===== config.mk =====
export PLATFORM = sky130hd
export DESIGN_NAME = inst_queue
export DESIGN_NICKNAME = d
export VERILOG_FILES = /design/src/rtl/inst_queue_pkg.sv /design/src/rtl/inst_queue.sv
export SDC_FILE = /design/constraint.sdc
export NUM_CORES = 2
export LEC_CHECK = 0
export ABC_AREA = 1
export CORE_ASPECT_RATIO = 0.8
export CORE_MARGIN = 1.5
export CORE_UTILIZATION = 30
export CTS_CLUSTER_SIZE = 25
export DETAILED_ROUTE_END_ITERATION = 10
export HOLD_SLACK_MARGIN = 0.12
export SLEW_MARGIN = 10
export SYNTH_ARGS = -nofsm -noshare
export SYNTH_HDL_FRONTEND = slang
export SYNTH_SLANG_ARGS = --single-unit

===== constraint.sdc =====
create_clock -name clk -period 5.15 [get_ports clk]
set_input_delay 1.03 -clock clk [delete_from_list [all_inputs] [get_ports clk]]
set_output_delay 1.03 -clock clk [all_outputs]
set_load 0.005 [all_outputs]

===== src/rtl/inst_queue_pkg.sv =====
// Shared types for the fetch-to-decode instruction buffer.
// Entry layout, default depth and modulo pointer helper.
package inst_queue_pkg;

    localparam int unsigned INST_QUEUE_DEPTH = 16;
    localparam int unsigned IQ_PC_W          = 32;
    localparam int unsigned IQ_INSTR_W       = 32;

    typedef struct packed {
        logic [IQ_PC_W-1:0]    pc;
        logic [IQ_INSTR_W-1:0] instr;
    } inst_entry_t;

    // depth is a power of two, so the modulo is a mask
    function automatic logic [31:0] ptr_add(
        input logic [31:0] ptr,
        input logic [31:0] n,
        input logic [31:0] depth
    );
        return (ptr + n) & (depth - 32'd1);
    endfunction

endpackage


===== src/rtl/inst_queue.sv =====
// inst_queue: multi-lane fetch-to-decode instruction buffer.
// Circular store with FWFT read lanes and full / keep-oldest flush.
module inst_queue
    import inst_queue_pkg::*;
#(
    parameter int unsigned DEPTH   = INST_QUEUE_DEPTH,
    parameter int unsigned PUSH_W  = 2,
    parameter int unsigned ISSUE_W = 2,
    parameter int unsigned PC_W    = IQ_PC_W,
    parameter int unsigned INSTR_W = IQ_INSTR_W
) (
    input  logic                                clk,
    input  logic                                reset,
    input  logic [$clog2(PUSH_W+1)-1:0]         push_cnt,
    input  logic [PUSH_W-1:0][PC_W-1:0]         push_pc,
    input  logic [PUSH_W-1:0][INSTR_W-1:0]      push_instr,
    output logic                                push_ready,
    output logic [ISSUE_W-1:0]                  out_valid,
    output logic [ISSUE_W-1:0][PC_W-1:0]        out_pc,
    output logic [ISSUE_W-1:0][INSTR_W-1:0]     out_instr,
    input  logic [$clog2(ISSUE_W+1)-1:0]        pop_cnt,
    input  logic                                flush,
    input  logic                                flush_keep,
    output logic [$clog2(DEPTH+1)-1:0]          count
);

    localparam int unsigned CW  = $clog2(DEPTH+1);
    localparam int unsigned PTW = $clog2(DEPTH);

    inst_entry_t    mem_q [DEPTH];
    logic [PTW-1:0] head_q, head_d;
    logic [PTW-1:0] tail_q, tail_d;
    logic [CW-1:0]  count_q, count_d;
    logic [CW-1:0]  push_req, push_eff;
    logic [CW-1:0]  pop_req, pop_eff;
    logic [CW-1:0]  left;
    logic           wr_en;
    logic [PTW-1:0] rd_ptr [ISSUE_W];

    function automatic logic [PTW-1:0] adv(
        input logic [PTW-1:0] p,
        input logic [CW-1:0]  n
    );
        return PTW'(ptr_add(32'(p), 32'(n), 32'(DEPTH)));
    endfunction

    // Credit only the current occupancy, never a same-cycle pop
    assign push_ready = (count_q <= CW'(DEPTH - PUSH_W));
    assign count      = count_q;

    always_comb begin
        push_req = (CW'(push_cnt) > CW'(PUSH_W)) ? CW'(PUSH_W) : CW'(push_cnt);
        push_eff = push_ready ? push_req : '0;
        pop_req  = (CW'(pop_cnt) > CW'(ISSUE_W)) ? CW'(ISSUE_W) : CW'(pop_cnt);
        pop_eff  = (pop_req > count_q) ? count_q : pop_req;
        left     = count_q - pop_eff;
        wr_en    = !flush && !flush_keep;
        head_d   = adv(head_q, pop_eff);
        tail_d   = adv(tail_q, push_eff);
        count_d  = count_q + push_eff - pop_eff;
        if (flush) begin
            head_d  = '0;
            tail_d  = '0;
            count_d = '0;
        end else if (flush_keep) begin
            count_d = (left != '0) ? CW'(1) : '0;
            tail_d  = adv(head_d, count_d);
        end
    end

    always_ff @(posedge clk) begin
        if (reset) begin
            head_q  <= '0;
            tail_q  <= '0;
            count_q <= '0;
        end else begin
            head_q  <= head_d;
            tail_q  <= tail_d;
            count_q <= count_d;
        end
    end

    always_ff @(posedge clk) begin
        if (!reset && wr_en) begin
            for (int j = 0; j < PUSH_W; j++) begin
                if (CW'(j) < push_eff) begin
                    mem_q[adv(tail_q, CW'(j))] <= '{
                        pc:    IQ_PC_W'(push_pc[j]),
                        instr: IQ_INSTR_W'(push_instr[j])
                    };
                end
            end
        end
    end

    always_comb begin
        for (int i = 0; i < ISSUE_W; i++) begin
            rd_ptr[i]    = adv(head_q, CW'(i));
            out_valid[i] = (count_q > CW'(i));
            out_pc[i]    = PC_W'(mem_q[rd_ptr[i]].pc);
            out_instr[i] = INSTR_W'(mem_q[rd_ptr[i]].instr);
        end
    end

endmodule

==> metrics.cfg <==
[run_status]
run_status=finished, final reports clean

[worst_setup_path]
cp-start-kind=register
timing.critical_path.to_type=output pin
ws_path_type=register to output pin
timing.critical_path.arrival_ps=3920
crit_path_max_fanout=128
cp_data_required_time_ps=4120

[sta]
worst-slew-pin-transition_ps=1152
report.final.slew_viol_count=0
period_share_pct=96.04
report.final.setup_viol=0
rsz0062_at_grt=false
hold_ws_ps=593.4
timing.final.crit_period_ps=4946
report.final.hold_viol_count=0
worst_slew_margin_rel_pct=23.17
finalClockSkew_ps=31.48
max_freq_ghz=0.2022
setup_total_negative_slack_ps=0

[final_layout]
total_number_of_nets_in_the_final_design=7358
post_layout_nonfiller_instances=10000
synthToLayoutAreaGrowth_pct=13.35
multi_input_area_um2=25170
ff_latch_area_um2=31020
final.fill_count=20470
layout-drive-gt1-share_pct=4.185

[yosys]
seq_area_frac_synth_pct=50.66
synth.largest_area_cell=edfxtp_1
synth_cell_types=32
yosys.area.top_type_share_pct=50.24
synthesis.area_um2=61210
synthFlopType=edfxtp_1
postSynthAreaPerCell_um2=8.132
synth_enable_flop_cells=1024
netlist_top_cells_area=edfxtp_1, o21ai_0, nand2_1, o211ai_1, a21oi_1
synthArstFlopShare_pct=0
syn-instance-count=7527
synth.yosys.warnings=0
synth_fp_nets=7684
synth_register_bits=1037

[global_routing]
grt_pass1_vias=50240
maximum_number_of_pins_on_one_net_before_global_route_repair=267
grt_first_pass_wirelength_um=336400
globalRouteOverflowTotal=0
gr-usage-all-layers_pct=21.88
antenna_violations_before_repair=18

[clock_tree]
numCtsBuffers=110
clk_pin_slew_worst_paths_ps=60
cts_tree=done
cts.repair.resized=0
cts_num_sinks=1037
post_cts.repair.setup_buffers=0
hold_buffers=0
clock_path_buffers=3
htreeDepth=3
clk-insertion-delay-late_ps=770
cts.root.buffer_cell=clkbuf_16

[pwr]
cellPowerDensity_nw_per_um2=390.4
power.share.combinational_pct=36.1
ir_drop_mv=0.3087
power_frac_seq_pct=35.3
power.clock.fraction_pct=28.6
sw_frac_of_total_pct=36.79
finalPower_mw=27.09
p_int_mw=17.12
static-leakage-power_nw=25.17
p_sw_mw=9.964

[floorplan]
top_level_ports=272
core_region_area_um2=203100
fp.dieArea_um2=206800
dieHeight_um=407
die_width_um=508
core.rowCount=148
initial_utilization_pct=30.13

[drt]
postRouteAntennaNets=0
drt_wl_total_um=233600
drt_first_iter_violations=7839
drcViolationCount=0
detailedRoute.firstPassIterationCount=8
viasPerCell=5.555
vias=55550
drt-wirelength-per-cell_um=23.36

[job]
timing.max_cap.violations=0

[placed_design]
routabilityCongestion=0.8052
place_inst=9789
place.port_buffers=271
hpwlAfterDp_um=128900

[min_path]
hp-class=register to register

==> stage by stage <==
stage / util, % / area (µm²) / worst slack, ps
after floorplan: - / 61210 / 1194
after global placement: 32.49 / 66000 / 808.9
after detailed placement: 32.49 / 66000 / 995.8
after CTS: 34.14 / 69350 / 182.3
after global routing: 34.14 / 69360 / 5.918
final: 34.15 / 69380 / 204.1
==> registers in the layout (all words and copies together) (netlist names) <==
name,flops
mem_q,1024
count,5
head_q,4
tail_q,4
==> routing by layer <==
| metal | global-route usage (%) | routed length [µm] | vias to the layer above |
|---|---|---|---|
| met4 | 7.510 | 8048 | 14 |
| met5 | 0 | 100 | - |
| li1 | - | - | 25670 |
| met3 | 3.763 | 24220 | 471 |
| met1 | 29.22 | 93830 | 26240 |
| met2 | 35.67 | 107400 | 3159 |
==> cells in the mapped netlist, types with 142 or more instances <==
cell type,count
o21ai_0,1885
nand2_1,1584
edfxtp_1,1024
a21oi_1,520
inv_1,482
clkbuf_1,471
o211ai_1,385
nand3_1,289
nor2_1,286
buf_2,190
buf_1,159
nand4_1,142
==> logic make-up after synthesis <==
| kind of cell | share of synthesized area (%) |
|---|---|
| adders and majority gates | 0.4784 |
| xor gates and xnor gates | 0.07156 |
| DFF | 50.66 |
| other | 0.006127 |
| buffers and inverters | 8.571 |
| AOI/OAI and AO/OA | 24.75 |
| and+or+nand+nor | 15.46 |
==> final timing paths <==
| path | start | to | slack (ps) | cells after the start |
|---|---|---|---|---|
| worst max-delay path | head_q[0] | out_pc[48] | 200 | 7 |
| worst max register to register | count[1] | count[4] | 1860 | 16 |
| worst min-delay path | tail_q[3] | tail_q[3] | 590 | 3 |
| worst min register to register | tail_q[3] | tail_q[3] | 590 | 3 |
==> power by group through the flow <==
| stage | Combinational, mW | Clock [mW] | Sequential, mW |
|---|---|---|---|
| after floorplan | 5.61 | 0 | 9.67 |
| after global placement | 9.56 | 0 | 9.74 |
| after detailed placement | 9.70 | 0 | 9.75 |
| after CTS | 9.75 | 7.82 | 9.57 |
| after global routing | 10.7 | 8.15 | 9.58 |
| final | 9.78 | 7.73 | 9.57 |
==> area by class of cell <==
class | instances | share of cell area (%)
clock inverters | 59 | 0.6619
multi-input cells | 5171 | 36.28
inverters | 483 | 2.646
repair buffers | 398 | 6.619
flip-flops and latches | 1037 | 44.72
diodes | 12 | 0.04328
well taps | 2700 | 4.869
clock buffers | 140 | 4.161
==> critical path: stages (launching register included) <==
cell             delay, ps
dfxtp_4                690
ha_4                   240
xor2_4                 230
buf_12                 770
nand3_1                210
nand3_1                150
nand2_1                230
clkdlybuf4s50_1        550
==> placed cells by master (no fill, tap or decap), drive strengths merged <==
| cell type | instances |
|---|---|
| a21oi | 520 |
| a22o | 3 |
| buf | 127 |
| bufinv | 5 |
| clkbuf | 140 |
| clkdlybuf4s50 | 271 |
| clkinv | 49 |
| clkinvlp | 3 |
| conb | 1 |
| dfxtp | 13 |
| diode | 12 |
| edfxtp | 1024 |
| fa | 4 |
| ha | 17 |
| inv | 485 |
| nand2 | 1584 |
| nand3 | 289 |
| nand4 | 146 |
| nor2 | 288 |
| nor3 | 2 |
| nor3b | 1 |
| o211ai | 385 |
| o21ai | 1923 |
| o22ai | 1 |
| or2 | 2 |
| xnor2 | 3 |
| xor2 | 2 |
Power figures use the tool's default switching activity.
